==> src/rtl/usb_tx_line_encoder.sv <==
// USB transmit line encoder: bit stuffing, NRZI encoding and EOP generation onto dp/dm.
// Optional macro USB_TX_SYNC_GEN_EN makes the block emit SYNC itself before the upstream data.
module usb_tx_line_encoder #(
    parameter int STUFF_LEN   = 6,
    parameter int EOP_SE0_LEN = 2,
    parameter int EOP_J_LEN   = 1
) (
    input  logic clk,
    input  logic rst_b,
    input  logic bit_in,
    input  logic bit_in_avail,
    output logic in_stall,
    output logic dp,
    output logic dm,
    output logic out_en,
    output logic tx_busy,
    output logic eop_done
);

    localparam int CNT_W   = $clog2(STUFF_LEN + 1);
    localparam int EOP_MAX = (EOP_SE0_LEN > EOP_J_LEN) ? EOP_SE0_LEN : EOP_J_LEN;
    localparam int EOP_W   = $clog2(EOP_MAX + 1);

    typedef enum logic [2:0] {
        IDLE,
        SEND,
        STUFF,
        EOP_SE0,
        EOP_J
`ifdef USB_TX_SYNC_GEN_EN
        , SYNC
`endif
    } state_t;

    state_t             r_state, w_state_nxt;
    logic [CNT_W-1:0]   r_ones_cnt, w_ones_nxt, w_ones_inc;
    logic [EOP_W-1:0]   r_eop_cnt, w_eop_cnt_nxt;
    logic               r_level, w_level_nxt;
    logic               r_dp, w_dp_nxt;
    logic               r_dm, w_dm_nxt;
    logic               r_out_en, w_out_en_nxt;
    logic               r_tx_busy, w_tx_busy_nxt;
    logic               r_eop_done, w_eop_done_nxt;
    logic               w_emit, w_tx_bit, w_stuff_due, w_lvl;
`ifdef USB_TX_SYNC_GEN_EN
    logic [2:0]         r_sync_cnt, w_sync_cnt_nxt;
`endif

    assign w_ones_inc  = r_ones_cnt + CNT_W'(1);
    assign w_stuff_due = (w_ones_inc == CNT_W'(STUFF_LEN));

    // r_level is the NRZI line state, 1 = J; every emitted bit updates it and the pins together.
    always_comb begin
        w_state_nxt    = r_state;
        w_ones_nxt     = r_ones_cnt;
        w_eop_cnt_nxt  = r_eop_cnt;
        w_level_nxt    = r_level;
        w_dp_nxt       = r_dp;
        w_dm_nxt       = r_dm;
        w_out_en_nxt   = r_out_en;
        w_tx_busy_nxt  = r_tx_busy;
        w_eop_done_nxt = 1'b0;
        w_emit         = 1'b0;
        w_tx_bit       = bit_in;
        w_lvl          = r_level;
        in_stall       = 1'b0;
`ifdef USB_TX_SYNC_GEN_EN
        w_sync_cnt_nxt = r_sync_cnt;
`endif

        case (r_state)
            IDLE: begin
                if (bit_in_avail) begin
                    w_emit        = 1'b1;
                    w_out_en_nxt  = 1'b1;
                    w_tx_busy_nxt = 1'b1;
`ifdef USB_TX_SYNC_GEN_EN
                    in_stall       = 1'b1;
                    w_tx_bit       = 1'b0;
                    w_sync_cnt_nxt = 3'd1;
                    w_state_nxt    = SYNC;
`else
                    w_state_nxt   = (bit_in && w_stuff_due) ? STUFF : SEND;
`endif
                end
            end
`ifdef USB_TX_SYNC_GEN_EN
            SYNC: begin
                in_stall       = 1'b1;
                w_emit         = 1'b1;
                w_tx_bit       = (r_sync_cnt == 3'd7);
                w_sync_cnt_nxt = r_sync_cnt + 3'd1;
                if (r_sync_cnt == 3'd7) begin
                    w_state_nxt = w_stuff_due ? STUFF : SEND;
                end
            end
`endif
            SEND: begin
                if (bit_in_avail) begin
                    w_emit = 1'b1;
                    if (bit_in && w_stuff_due) begin
                        w_state_nxt = STUFF;
                    end
                end else begin
                    w_dp_nxt      = 1'b0;
                    w_dm_nxt      = 1'b0;
                    w_eop_cnt_nxt = EOP_W'(EOP_SE0_LEN - 1);
                    w_state_nxt   = EOP_SE0;
                end
            end
            STUFF: begin
                in_stall    = 1'b1;
                w_emit      = 1'b1;
                w_tx_bit    = 1'b0;
                w_state_nxt = SEND;
            end
            EOP_SE0: begin
                in_stall = 1'b1;
                if (r_eop_cnt == '0) begin
                    w_dp_nxt      = 1'b1;
                    w_dm_nxt      = 1'b0;
                    w_eop_cnt_nxt = EOP_W'(EOP_J_LEN - 1);
                    w_state_nxt   = EOP_J;
                end else begin
                    w_eop_cnt_nxt = r_eop_cnt - EOP_W'(1);
                end
            end
            EOP_J: begin
                in_stall = 1'b1;
                if (r_eop_cnt == '0) begin
                    w_out_en_nxt   = 1'b0;
                    w_tx_busy_nxt  = 1'b0;
                    w_eop_done_nxt = 1'b1;
                    w_ones_nxt     = '0;
                    w_level_nxt    = 1'b1;
                    w_state_nxt    = IDLE;
                end else begin
                    w_eop_cnt_nxt = r_eop_cnt - EOP_W'(1);
                end
            end
            default: w_state_nxt = IDLE;
        endcase

        if (w_emit) begin
            w_lvl       = w_tx_bit ? r_level : ~r_level;
            w_level_nxt = w_lvl;
            w_dp_nxt    = w_lvl;
            w_dm_nxt    = ~w_lvl;
            w_ones_nxt  = w_tx_bit ? w_ones_inc : '0;
        end
    end

    always_ff @(posedge clk or negedge rst_b) begin
        if (!rst_b) begin
            r_state    <= IDLE;
            r_ones_cnt <= '0;
            r_eop_cnt  <= '0;
            r_level    <= 1'b1;
            r_dp       <= 1'b1;
            r_dm       <= 1'b0;
            r_out_en   <= 1'b0;
            r_tx_busy  <= 1'b0;
            r_eop_done <= 1'b0;
`ifdef USB_TX_SYNC_GEN_EN
            r_sync_cnt <= '0;
`endif
        end else begin
            r_state    <= w_state_nxt;
            r_ones_cnt <= w_ones_nxt;
            r_eop_cnt  <= w_eop_cnt_nxt;
            r_level    <= w_level_nxt;
            r_dp       <= w_dp_nxt;
            r_dm       <= w_dm_nxt;
            r_out_en   <= w_out_en_nxt;
            r_tx_busy  <= w_tx_busy_nxt;
            r_eop_done <= w_eop_done_nxt;
`ifdef USB_TX_SYNC_GEN_EN
            r_sync_cnt <= w_sync_cnt_nxt;
`endif
        end
    end

    assign dp       = r_dp;
    assign dm       = r_dm;
    assign out_en   = r_out_en;
    assign tx_busy  = r_tx_busy;
    assign eop_done = r_eop_done;

endmodule

==> config.mk <==
export PLATFORM = sky130hd
export DESIGN_NAME = usb_tx_line_encoder
export DESIGN_NICKNAME = d
export VERILOG_FILES = /design/src/rtl/usb_tx_line_encoder.sv
export SDC_FILE = /design/constraint.sdc
export NUM_CORES = 1
export LEC_CHECK = 0
export CORE_UTILIZATION = 25
export DETAILED_ROUTE_END_ITERATION = 6
export GPL_TIMING_DRIVEN = 0
export MAX_ROUTING_LAYER = met4
export SLEW_MARGIN = 10
export SYNTH_ARGS = -nofsm -noshare
export SYNTH_HDL_FRONTEND = slang
export SYNTH_SLANG_ARGS = --single-unit
==> constraint.sdc <==
create_clock -name clk -period 3.5 [get_ports clk]
set_input_delay 0.7 -clock clk [delete_from_list [all_inputs] [get_ports clk]]
set_output_delay 0.7 -clock clk [all_outputs]
set_load 0.01 [all_outputs]
# After elaboration in Yosys (flattened, before gate mapping)
# Index checks and enable logic that the tools add are counted.
[word_totals]
register_bits = 13
inputBits = 4
wordCells = 72
[classes]
add_sub_neg = 2
eq_ne = 13
n_mux = 32
n_bitwise = 2
n_reduce_logical = 15
[op_table]
columns = ["op", "n"]
rows = [
  ["3-bit 2-to-1 mux", 8],
  ["3-bit case mux with 5 select lines", 1],
  ["1-bit 2-to-1 mux", 14],
  ["2-bit != test (second input constant)", 5],
  ["3-bit != test (second input constant)", 3],
  ["3-bit AND reduction", 3],
  ["2-bit 2-to-1 mux", 4],
  ["1-bit case mux with 2 select lines", 4],
  ["3-bit by 2-bit equality test with 1-bit output (second input constant)", 2],
  ["3-bit equality test (second input constant)", 2],
  ["2-bit case mux with 3 select lines", 1],
  ["2-bit nonzero test", 3],
  ["3-bit nonzero test", 2],
  ["4-bit AND reduction", 1],
  ["3-bit by 1-bit adder with 3-bit output (second input constant)", 1],
  ["3-bit by 1-bit equality test with 1-bit output (second input constant)", 1],
  ["3-bit zero test", 1],
  ["3-bit OR reduction", 1],
  ["2-bit zero test", 1],
  ["1-bit inverter", 2],
  ["2-bit AND reduction", 1],
  ["2-bit OR reduction", 1],
  ["2-bit by 1-bit subtractor with 2-bit output (second input constant)", 1],
  ["1-bit logical AND", 1],
]

# Longest topological paths before layout
[logic_depth]
word_depth = 6
depth_mapped = 5

# Worst setup path before layout
# OpenSTA, ideal clock, no wires.
[synth_path]
path_kind = "register to output"
from = "reg r_state[1]"
to = "out in_stall"
arrival_ns = 0.927
required_time_ns = 2.800
path_slack_ns = 1.873
path_stages_with_launch = 3
n_path_buf = 0
cell_sequence = "dfrtp_1 or3b_4 nand2_1"
[synth_via]
elab_chain_cells = 3
word_cells_on_any_way = 5
cone_classes = "eq/ne: 3; mux: 1; reduce/logical: 1"
[synth_lines]
columns = ["item", "line_no", "source"]
rows = [
  ["start: declaration", "35", "state_t r_state, w_state_nxt;"],
  ["start signal: assignment", "168", "r_state <= w_state_nxt;"],
  ["3-bit equality test / 3-bit by 2-bit equality test with 1-bit output (equally long branches)", "71", "case (r_state)"],
  ["3-bit OR reduction (no line) (*)", "n/a", ""],
  ["1-bit 2-to-1 mux (*)", "71", ""],
  ["end: declaration", "12", "output logic in_stall,"],
]
# Mark *: on every way between the ends. The rest lies on a longest branch, timed or not.

# Worst setup path after layout
# Same ends and word-level chain as after synthesis.

==> flow_summary.json <==
{
  "vias": 612,
  "rows": 19,
  "wl_per_cell_um": 13.6,
  "detailed_place.area_um2": 906,
  "crit_required_ns": 2.80,
  "critPathCaptureType": "output port",
  "initial_core_util": 0.272,
  "final_core_util": 0.327,
  "h-tree-depth": 1,
  "portBuffers": 9,
  "clockBufferDepth": 2,
  "post-dp-hpwl_mm": 1.16,
  "synthMuxAreaShare": 0.0515,
  "internal_power_mw": 0.425,
  "ys_warn_count": 0,
  "pre_cts_slack_ns": 1.30,
  "grt_pass1_vias": 552,
  "hp-class": "reg -> reg",
  "timing.final.hold_violations": 0,
  "seqPwrFrac": 0.367,
  "synth_nets": 84,
  "yosys-top-cells-area": "dfrtp_1 (35%), ha_1 (8.1%), dfstp_2 (6.8%)",
  "worstMarginPinSlew_ns": 0.608,
  "drt-total-wl_mm": 1.61,
  "power_switching_share": 0.390,
  "ir_worst_vdd_v": 0.000423,
  "numClockSinks": 13,
  "final_nets": 98,
  "clock_skew_ns": 0.00452,
  "dr.first_iter.drc_count": 18,
  "antenna_found_initial": 0,
  "postCtsSetupBuffers": 0,
  "drive_above_1_share": 0.125,
  "timing.final.crit_share": 0.708,
  "synth_flop_cell": "dfrtp_1",
  "core_area_um2": 2850,
  "p_total_mw": 0.697,
  "cts_tree": "built",
  "dr.pass1.iters": 7,
  "violations": "DRC",
  "grt_max_degree": 14,
  "max_freq_mhz": 404,
  "p_comb_frac": 0.495,
  "relSlewSlack": 0.593,
  "finalSetupTns_ns": 0,
  "crit_type": "reg -> out",
  "min_period_ns": 2.48,
  "synthArstFlopShare": 1.00,
  "maxSlewViolCount": 0,
  "grt_usage": 0.115,
  "synth_simple_gate_area_frac": 0.217,
  "ant_nets": 0,
  "grt_first_pass_wirelength_mm": 2.82,
  "setup_viol": 0,
  "insertion_delay_ns": 0.28,
  "yosys.area.top_type": "dfrtp_1",
  "clk_pin_slew_ns": 0.08,
  "synth_top_family_by_area": "simple AND/OR/NAND/NOR gates",
  "ys_ff_latch": 13,
  "synth_fa_ha_area_frac": 0.0805,
  "synth_compound_area_frac": 0.156,
  "fill_cells": 299,
  "ys_types": 37,
  "drcViolationCount": 1,
  "die_w_um": 57.8,
  "synth_enable_flop_cells": 0,
  "p_clk_frac": 0.138,
  "dieArea_um2": 3340,
  "synthesis.area_um2": 777,
  "die_h_um": 57.8,
  "cts_resized": 0,
  "pin_count": 10,
  "cp.arrival_ns": 1.78,
  "postLayoutSetupSlackWorst_ns": 1.02,
  "critPathLaunchType": "register",
  "hold_buffers": 0,
  "numCtsBuffers": 3,
  "switchingPower_mw": 0.272,
  "synth_top_area_frac": 0.354,
  "cp_max_fo": 9,
  "grt-ovfl-total": 0,
  "avgSynthCellArea_um2": 10.4,
  "cts-root-buf": "clkbuf_4",
  "synth-xor-area-share": 0.0225,
  "syn2layout_area_growth_pct": 20.0,
  "stdcell_count": 119,
  "syn_inst": 75,
  "drv_cap": 0,
  "vias_per_cell": 5.14,
  "grt_setup_unrepaired": "false",
  "p_per_area_nw_per_um2": 747,
  "outcome": "finished, violations left",
  "insertedDiodeCount": 0,
  "whs_ns": 0.519,
  "cellLeakagePower_nw": 0.414,
  "dp.cells": 115,
  "fin_area_um2": 932,
  "gp_congestion": 0.785,
  "ys_seq_area_frac": 0.422
}
-- final timing paths --
kind	from	to	slack [ns]	cells past startpoint
max	r_state[1]	in_stall	1.02	3
min	r_ones_cnt[0]	r_ones_cnt[0]	0.52	1
max reg2reg	r_eop_cnt[0]	r_ones_cnt[1]	1.77	5
min reg2reg	r_ones_cnt[0]	r_ones_cnt[0]	0.52	1
max in group asynchronous	rst_b	r_state[2]	2.31	1
min in group asynchronous	rst_b	r_ones_cnt[2]	0.79	1
-- cell usage in the layout (no fill, tap or decap), drive strengths merged, types with 3 or more instances in the layout --
cell type,netlist,layout
nand2,4,4
ha,5,5
inv,5,5
o32a,3,3
clkbuf,2,6
nand3,3,3
clkdlybuf4s50,0,9
a21oi,3,3
nor3b,3,3
dfrtp,11,11
o21ai,3,3
-- cell families after synthesis --
| logic type | Yosys count |
|---|---|
| compound gates | 17 |
| xor+xnor | 2 |
| fa+ha+maj | 5 |
| buf+inv | 9 |
| flops | 13 |
| mux | 3 |
| simple gates | 26 |
-- cells in the mapped netlist, drive strengths merged (2+ instances only) --
| cell | instances |
|---|---|
| xor2 | 2 |
| nor3b | 3 |
| nand2b | 2 |
| nor2 | 2 |
| dfrtp | 11 |
| nor2b | 2 |
| inv | 5 |
| dfstp | 2 |
| nand3 | 3 |
| mux2 | 2 |
| o21ai | 3 |
| ha | 5 |
| clkbuf | 2 |
| nand2 | 4 |
| o211ai | 2 |
| nor4bb | 2 |
| a21oi | 3 |
| o32a | 3 |
| buf | 2 |
-- power groups by stage --
stage               Sequential [mW]  Clock (mW)  Combinational (mW)
finish                        0.256      0.0962               0.345
global route                  0.265       0.106               0.385
CTS                           0.256      0.0998               0.346
detailed placement            0.258           0               0.345
global placement              0.257           0               0.334
floorplan                     0.253           0               0.245
-- flip-flops by register name (all words and copies together), names as in the netlist --
| register | flops |
|---|---|
| r_state | 3 |
| dm | 1 |
| tx_busy | 1 |
| eop_done | 1 |
| r_level | 1 |
| dp | 1 |
| r_eop_cnt | 2 |
| r_ones_cnt | 3 |
-- cell type report --
type	instances	area [um^2]	share of cell area
flip-flops and latches	13	328	0.352
well taps	31	38.8	0.0416
clock buffers	4	26.3	0.0282
inverters	5	18.8	0.0201
repair buffers	9	90.1	0.0966
multi-input cells	53	410	0.440
plain buffers	4	20.0	0.0215
-- routing by layer --
layer	track usage	vias up	share of wire
li1	-	299	-
met1	0.160	298	0.51
met2	0.158	13	0.44
met3	0.0424	2	0.045
met4	0.0306	0	0.0087
met5	-	-	0
-- critical path, stage by stage, from the launching register on --
cell and delay, ns:
dfrtp_1 0.46, or3b_4 0.44, nand2_1 0.07, clkdlybuf4s50_1 0.53
(Power assumes the default switching activity.)
